## src/rtl/gate_seq_gen.sv

```systemverilog
// gate_seq_gen: multi-channel gate window generator driven by the laser period counter.
// Each channel k is high while rise_k <= laser_cnt_in < fall_k.
// The window start moves per period with a swept index and a per-channel skew.
// Configuration is shadowed at frame boundaries.
//
// Sweep direction (triangle mode only):
//   state    | meaning
//   DIR_UP   | index counting towards M
//   DIR_DOWN | index counting towards 0
module gate_seq_gen #(
   parameter int CNT_W  = 32,
   parameter int NUM_CH = 10,
   parameter int IDX_W  = 8,
   parameter int STEP_W = 8,
   parameter int SKEW_W = 16
) (
   input  logic              clk,
   input  logic              rst_n,
   input  logic [CNT_W-1:0]  laser_cnt_in,
   input  logic [CNT_W-1:0]  laser_freq,
   input  logic [CNT_W-1:0]  delay_a,
   input  logic [CNT_W-1:0]  width_a,
   input  logic [CNT_W-1:0]  delay_b,
   input  logic [CNT_W-1:0]  width_b,
   input  logic [IDX_W-1:0]  tim_cycles_m,
   input  logic [STEP_W-1:0] delay_step,
   input  logic [SKEW_W-1:0] ch_skew,
   input  logic [1:0]        sweep_mode,
   input  logic [1:0]        frame_type,
   output logic [NUM_CH-1:0] gate_out,
   output logic [IDX_W-1:0]  sweep_idx,
   output logic              sat_flag
);

   typedef enum logic [1:0] {
      MODE_FIXED = 2'd0,
      MODE_UP    = 2'd1,
      MODE_DOWN  = 2'd2,
      MODE_TRI   = 2'd3
   } mode_e;

   typedef enum logic {
      DIR_UP   = 1'b0,
      DIR_DOWN = 1'b1
   } dir_e;

   localparam logic [1:0] FRAME_A = 2'd1;
   localparam logic [1:0] FRAME_B = 2'd2;

   // Window sums are carried wide enough that a clamp can be detected.
   localparam int               EXT_W   = CNT_W + IDX_W + 1;
   localparam logic [EXT_W-1:0] CNT_MAX = EXT_W'({CNT_W{1'b1}});

   logic [1:0]        frame_q;
   logic              loaded_q;
   logic [CNT_W-1:0]  delay_sh_q, delay_sh_d;
   logic [CNT_W-1:0]  width_sh_q, width_sh_d;
   logic [IDX_W-1:0]  m_sh_q, m_sh_d;
   logic [STEP_W-1:0] step_sh_q, step_sh_d;
   logic [SKEW_W-1:0] skew_sh_q, skew_sh_d;
   mode_e             mode_sh_q, mode_sh_d;
   logic [IDX_W-1:0]  idx_q, idx_d;
   dir_e              dir_q, dir_d;
   logic [CNT_W-1:0]  rise_q [NUM_CH];
   logic [CNT_W-1:0]  rise_d [NUM_CH];
   logic [CNT_W-1:0]  fall_q [NUM_CH];
   logic [CNT_W-1:0]  fall_d [NUM_CH];
   logic [EXT_W-1:0]  rise_ext [NUM_CH];
   logic [EXT_W-1:0]  fall_ext [NUM_CH];
   logic              sat_new;
   logic              sat_q;
   logic [NUM_CH-1:0] gate_q, gate_d;
   logic              hit;
   logic              frame_change;
   logic              load_sh;
   logic              frame_ab_q;

   assign hit          = (laser_cnt_in >= laser_freq);
   assign frame_change = (frame_type != frame_q);
   // The first cycle out of reset captures the live configuration like a frame boundary.
   assign load_sh      = frame_change | ~loaded_q;
   assign frame_ab_q   = (frame_q == FRAME_A) || (frame_q == FRAME_B);

   // Shadow configuration: capture live inputs at a frame boundary, hold otherwise.
   always_comb begin
      delay_sh_d = delay_sh_q;
      width_sh_d = width_sh_q;
      m_sh_d     = m_sh_q;
      step_sh_d  = step_sh_q;
      skew_sh_d  = skew_sh_q;
      mode_sh_d  = mode_sh_q;
      if (load_sh) begin
         m_sh_d    = tim_cycles_m;
         step_sh_d = delay_step;
         skew_sh_d = ch_skew;
         mode_sh_d = mode_e'(sweep_mode);
         case (frame_type)
            FRAME_A: begin
               delay_sh_d = delay_a;
               width_sh_d = width_a;
            end
            FRAME_B: begin
               delay_sh_d = delay_b;
               width_sh_d = width_b;
            end
            default: begin
               delay_sh_d = '0;
               width_sh_d = '0;
            end
         endcase
      end
   end

   // Sweep index next state; a frame boundary restarts the sweep and wins over a hit.
   always_comb begin
      idx_d = idx_q;
      dir_d = dir_q;
      if (load_sh) begin
         idx_d = (mode_sh_d == MODE_DOWN) ? m_sh_d : '0;
         dir_d = DIR_UP;
      end else if (hit) begin
         case (mode_sh_q)
            MODE_FIXED: idx_d = '0;
            MODE_UP:    idx_d = (idx_q >= m_sh_q) ? '0 : idx_q + 1'b1;
            MODE_DOWN:  idx_d = (idx_q == '0) ? m_sh_q : idx_q - 1'b1;
            MODE_TRI: begin
               if (m_sh_q == '0) begin
                  idx_d = '0;
                  dir_d = DIR_UP;
               end else if (dir_q == DIR_UP) begin
                  if (idx_q < m_sh_q) begin
                     idx_d = idx_q + 1'b1;
                  end else begin
                     idx_d = idx_q - 1'b1;
                     dir_d = DIR_DOWN;
                  end
               end else begin
                  if (idx_q > '0) begin
                     idx_d = idx_q - 1'b1;
                  end else begin
                     idx_d = idx_q + 1'b1;
                     dir_d = DIR_UP;
                  end
               end
            end
            default: idx_d = '0;
         endcase
      end
   end

   // Window bounds from the index and shadows that take effect at this edge, clamped at full scale.
   always_comb begin
      sat_new = 1'b0;
      for (int k = 0; k < NUM_CH; k++) begin
         rise_ext[k] = EXT_W'(delay_sh_d)
                     + EXT_W'(idx_d) * EXT_W'(step_sh_d)
                     + EXT_W'(k) * EXT_W'(skew_sh_d);
         fall_ext[k] = rise_ext[k] + EXT_W'(width_sh_d);
         rise_d[k]   = (rise_ext[k] > CNT_MAX) ? {CNT_W{1'b1}} : rise_ext[k][CNT_W-1:0];
         fall_d[k]   = (fall_ext[k] > CNT_MAX) ? {CNT_W{1'b1}} : fall_ext[k][CNT_W-1:0];
         if ((rise_ext[k] > CNT_MAX) || (fall_ext[k] > CNT_MAX)) begin
            sat_new = 1'b1;
         end
      end
   end

   // Window compare; a window starting at or past the terminal count never opens.
   always_comb begin
      gate_d = '0;
      for (int k = 0; k < NUM_CH; k++) begin
         gate_d[k] = frame_ab_q && !frame_change
                     && (laser_cnt_in >= rise_q[k])
                     && (laser_cnt_in < fall_q[k])
                     && (rise_q[k] < laser_freq);
      end
   end

   // State registers: shadows, sweep, windows, sticky saturation and the gate vector.
   always_ff @(posedge clk) begin
      if (!rst_n) begin
         frame_q    <= '0;
         loaded_q   <= 1'b0;
         delay_sh_q <= '0;
         width_sh_q <= '0;
         m_sh_q     <= '0;
         step_sh_q  <= '0;
         skew_sh_q  <= '0;
         mode_sh_q  <= MODE_FIXED;
         idx_q      <= '0;
         dir_q      <= DIR_UP;
         sat_q      <= 1'b0;
         gate_q     <= '0;
         for (int k = 0; k < NUM_CH; k++) begin
            rise_q[k] <= '0;
            fall_q[k] <= '0;
         end
      end else begin
         frame_q    <= frame_type;
         loaded_q   <= 1'b1;
         delay_sh_q <= delay_sh_d;
         width_sh_q <= width_sh_d;
         m_sh_q     <= m_sh_d;
         step_sh_q  <= step_sh_d;
         skew_sh_q  <= skew_sh_d;
         mode_sh_q  <= mode_sh_d;
         idx_q      <= idx_d;
         dir_q      <= dir_d;
         if (load_sh || hit) begin
            for (int k = 0; k < NUM_CH; k++) begin
               rise_q[k] <= rise_d[k];
               fall_q[k] <= fall_d[k];
            end
         end
         if (load_sh) begin
            sat_q <= sat_new;
         end else if (hit) begin
            sat_q <= sat_q | sat_new;
         end
         gate_q <= gate_d;
      end
   end

   assign gate_out  = gate_q;
   assign sweep_idx = idx_q;
   assign sat_flag  = sat_q;

endmodule

```

## config.mk

```make
export PLATFORM = sky130hd
export DESIGN_NAME = gate_seq_gen
export DESIGN_NICKNAME = d
export VERILOG_FILES = /design/src/rtl/gate_seq_gen.sv
export SDC_FILE = /design/constraint.sdc
export NUM_CORES = 2
export LEC_CHECK = 0
export CORE_MARGIN = 1
export CORE_UTILIZATION = 35
export DETAILED_ROUTE_END_ITERATION = 7
export HOLD_SLACK_MARGIN = 0.1
export PLACE_DENSITY = 0.54
export SYNTH_ARGS = -nofsm -noshare
export SYNTH_HDL_FRONTEND = slang
export SYNTH_SLANG_ARGS = --single-unit
```

## constraint.sdc

```tcl
create_clock -name clk -period 57.8 [get_ports clk]
set_clock_uncertainty 0.15 [all_clocks]
set_input_delay 8.67 -clock clk [delete_from_list [all_inputs] [get_ports clk]]
set_output_delay 8.67 -clock clk [all_outputs]
set_load 0.01 [all_outputs]
```

==> impl_metrics.json <==
{
  "via_count": 72250,
  "setup_viol": 0,
  "yosysWarnings": 0,
  "cp-end-kind": "flip-flop",
  "fin_nets": 11300,
  "rsz0062_at_grt": "no",
  "htreeDepth": 3,
  "drc": 0,
  "intPower_mw": 2.032,
  "clockRootBuffer": "clkbuf_16",
  "cp_common_cell": "a21o_1",
  "seqPwrFrac_pct": 21.8,
  "synth_edf_count": 640,
  "ioPinCount": 249,
  "critical_path_required_ns": 58.29,
  "synth_seq_area_share_pct": 26.39,
  "dpl_cell_area_um2": 89570,
  "initial_core_util_pct": 35.22,
  "core-area_um2": 232800,
  "drive_gt1_share_pct": 5.915,
  "die_area_um2": 236200,
  "slew_headroom_pct": 6.741,
  "cts_max_path_buffers": 3,
  "grt_remaining_overflow": 0,
  "dr.pass1.iters": 8,
  "routed_wl_um": 327200,
  "crit_type": "in -> reg",
  "cts.sinks": 761,
  "antenna_found_initial": 16,
  "clkPwrFrac_pct": 17.7,
  "postLayoutCellArea_um2": 92940,
  "first_global_vias": 71590,
  "timing.hold.ws_ns": 0.3433,
  "synth_ff_type": "edfxtp_1",
  "cellPowerDensity_nw_per_um2": 40.20,
  "post-route-period-util_pct": 42.31,
  "clk_latency_ns": 0.79,
  "crit_fanout": 33,
  "hold_violations": 0,
  "synth_cell_types": 112,
  "dp_hpwl_um": 255700,
  "cts_buffers": 103,
  "vias_per_cell": 5.724,
  "fmax_mhz": 40.89,
  "cp.arrival_ns": 24.94,
  "drtIter0Drc": 6891,
  "synth_async_sr_flop_share_pct": 0,
  "post-route-min-period_ns": 24.45,
  "combPwrFrac_pct": 60.4,
  "worstHoldPathType": "reg -> reg",
  "grt.total_usage_pct": 27.00,
  "slew_viol_final": 0,
  "switching_share_pct": 45.61,
  "grt_pass1_wl_um": 469700,
  "crit_path_max_incr_delay_ns": 0.84,
  "syn2layout_area_growth_pct": 13.35,
  "place.gp.congestion": 0.9907,
  "drtAntennaViolNets": 0,
  "ir_drop_uv": 31.97,
  "syn_area_um2": 81990,
  "maxCapViolations": 0,
  "cp-start-kind": "input port",
  "postCtsResizedCells": 0,
  "p_sw_mw": 1.704,
  "port_buffers": 248,
  "p_leak_nw": 42.50,
  "slowest_stage": "a2111oi_0",
  "avgRoutedWirePerCell_um": 25.92,
  "synth.avg_cell_area_um2": 9.049,
  "dieHeight_um": 486.0,
  "clkTransAtPathRegs_ns": 0.06,
  "grt_max_degree": 173,
  "yosys_register_bits": 761,
  "postCtsSetupBuffers": 0,
  "fin_setup_tns_ns": 0,
  "postCtsHoldBufs": 0,
  "status": "complete, no violations",
  "tritoncts": "yes",
  "die_w_um": 486.0,
  "worst_slew_pin_slew_ns": 1.399,
  "synth_cells": 9061,
  "syn-num-nets": 10960,
  "rows": 177
}
==> area by class of cell <==
| class | count | area (µm²) |
|---|---|---|
| Inverter | 1032 | 3874 |
| Tap cell | 3132 | 3919 |
| Timing Repair Buffer | 473 | 4182 |
| Fill cell | 23150 | 139800 |
| Clock buffer | 148 | 2975 |
| Sequential cell | 761 | 21640 |
| Multi-Input combinational cell | 7033 | 55950 |
| Antenna cell | 4 | 10.01 |
| Clock inverter | 38 | 380.4 |
==> critical path: cells and delay by family <==
family                     cells  cell delay, ns
muxes                          1            0.12
adders and majority gates      9            4.00
and+or+nand+nor               10            1.95
buffers and inverters          8            2.55
AOI/OAI and AO/OA             27            6.63
xor gates and xnor gates       2            0.93
==> power groups by stage <==
| stage | registers, mW | clock network [mW] | logic [mW] |
|---|---|---|---|
| floorplan | 0.817 | 0 | 1.56 |
| global placement | 0.822 | 0 | 2.17 |
| detailed placement | 0.826 | 0 | 2.21 |
| CTS | 0.815 | 0.673 | 2.22 |
| global route | 0.827 | 0.688 | 2.47 |
| finish | 0.815 | 0.663 | 2.26 |
==> cells in the mapped netlist (all sizes together) (46+ instances only) <==
cell | count | share of area [%]
buf | 48 | 0.32
o21bai | 75 | 0.69
or2 | 52 | 0.40
ha | 1527 | 23
a211oi | 73 | 0.67
nor2b | 231 | 1.8
clkbuf | 187 | 0.86
a21oi | 928 | 5.7
xnor2 | 325 | 3.5
nand2b | 181 | 1.4
o31ai | 73 | 0.71
nor3 | 135 | 0.84
nand4 | 161 | 1.2
inv | 1031 | 4.7
o31a | 107 | 1.1
and2 | 85 | 0.65
nand2 | 321 | 1.5
o21a | 236 | 2.2
nand3 | 120 | 0.74
o21ai | 390 | 2.4
nor2 | 542 | 2.5
a22oi | 67 | 0.64
fa | 137 | 3.3
xor2 | 222 | 2.4
edfxtp | 640 | 23
a21o | 493 | 4.5
and3 | 46 | 0.35
dfxtp | 121 | 3.0
==> final timing paths <==
check / from / end / slack (ns) / cells after the start
max reg2reg: frame_q[1] / sat_flag / 42.61 / 48
min: mode_sh_q[0] / mode_sh_q[0] / 0.34 / 2
max: laser_cnt_in[0] / sat_flag / 33.35 / 57
min reg2reg: mode_sh_q[0] / mode_sh_q[0] / 0.34 / 2
==> metrics by stage <==
stage | setup WS, ns | utilization [%] | cells | power, mW
floorplan | 25.78 | - | 9061 | 2.374
global placement | 32.70 | 38.48 | 12430 | 2.988
detailed placement | 32.52 | 38.48 | 12430 | 3.034
CTS | 33.34 | 39.92 | 12620 | 3.712
global route | 32.51 | 39.92 | 12620 | 3.987
finish | 33.35 | 39.93 | 12620 | 3.736
==> layout by cell type (no fill, tap or decap), types with 46 or more instances in the layout <==
| master | instances |
|---|---|
| a21o_1 | 493 |
| nor2_1 | 537 |
| or2_2 | 51 |
| nor3_1 | 132 |
| o21ai_0 | 380 |
| nand4_1 | 161 |
| a22oi_1 | 65 |
| xor2_1 | 215 |
| nand2b_1 | 181 |
| inv_1 | 1029 |
| nand2_1 | 320 |
| a21oi_1 | 920 |
| clkdlybuf4s50_1 | 247 |
| o31a_1 | 106 |
| o21bai_1 | 74 |
| ha_1 | 1525 |
| edfxtp_1 | 640 |
| o21a_1 | 236 |
| clkbuf_16 | 107 |
| xnor2_1 | 317 |
| nand3_1 | 118 |
| fa_1 | 137 |
| and2_1 | 83 |
| a211oi_1 | 73 |
| and3_1 | 46 |
| nor2b_1 | 230 |
| buf_4 | 225 |
| dfxtp_1 | 121 |
==> state kept, by name, summed over array words and instances, names as in the netlist <==
name,cells
delay_sh_q,32
dir_q,1
fall_q,320
frame_q,2
gate_out,10
loaded_q,1
m_sh_q,8
mode_sh_q,2
rise_q,320
sat_flag,1
skew_sh_q,16
step_sh_q,8
sweep_idx,8
width_sh_q,32
==> metal layers <==
metal / vias to the layer above / GRT usage, % / routed length (µm)
met4: 6 / 10.39 / 13720
li1: 33580 / - / -
met5: - / 0 / 38
met2: 2823 / 43.92 / 146900
met1: 35280 / 35.36 / 140500
met3: 559 / 4.792 / 25940
==> cells by family after synthesis <==
| logic type | count (synthesis) | synth area share, % |
|---|---|---|
| fa+ha+maj | 1665 | 26.66 |
| mux | 39 | 0.5402 |
| buf+inv | 1267 | 5.901 |
| xor+xnor | 547 | 5.944 |
| compound gates | 2778 | 22.09 |
| simple gates | 2004 | 12.47 |
| flops | 761 | 26.39 |
(Power assumes the default switching activity.)
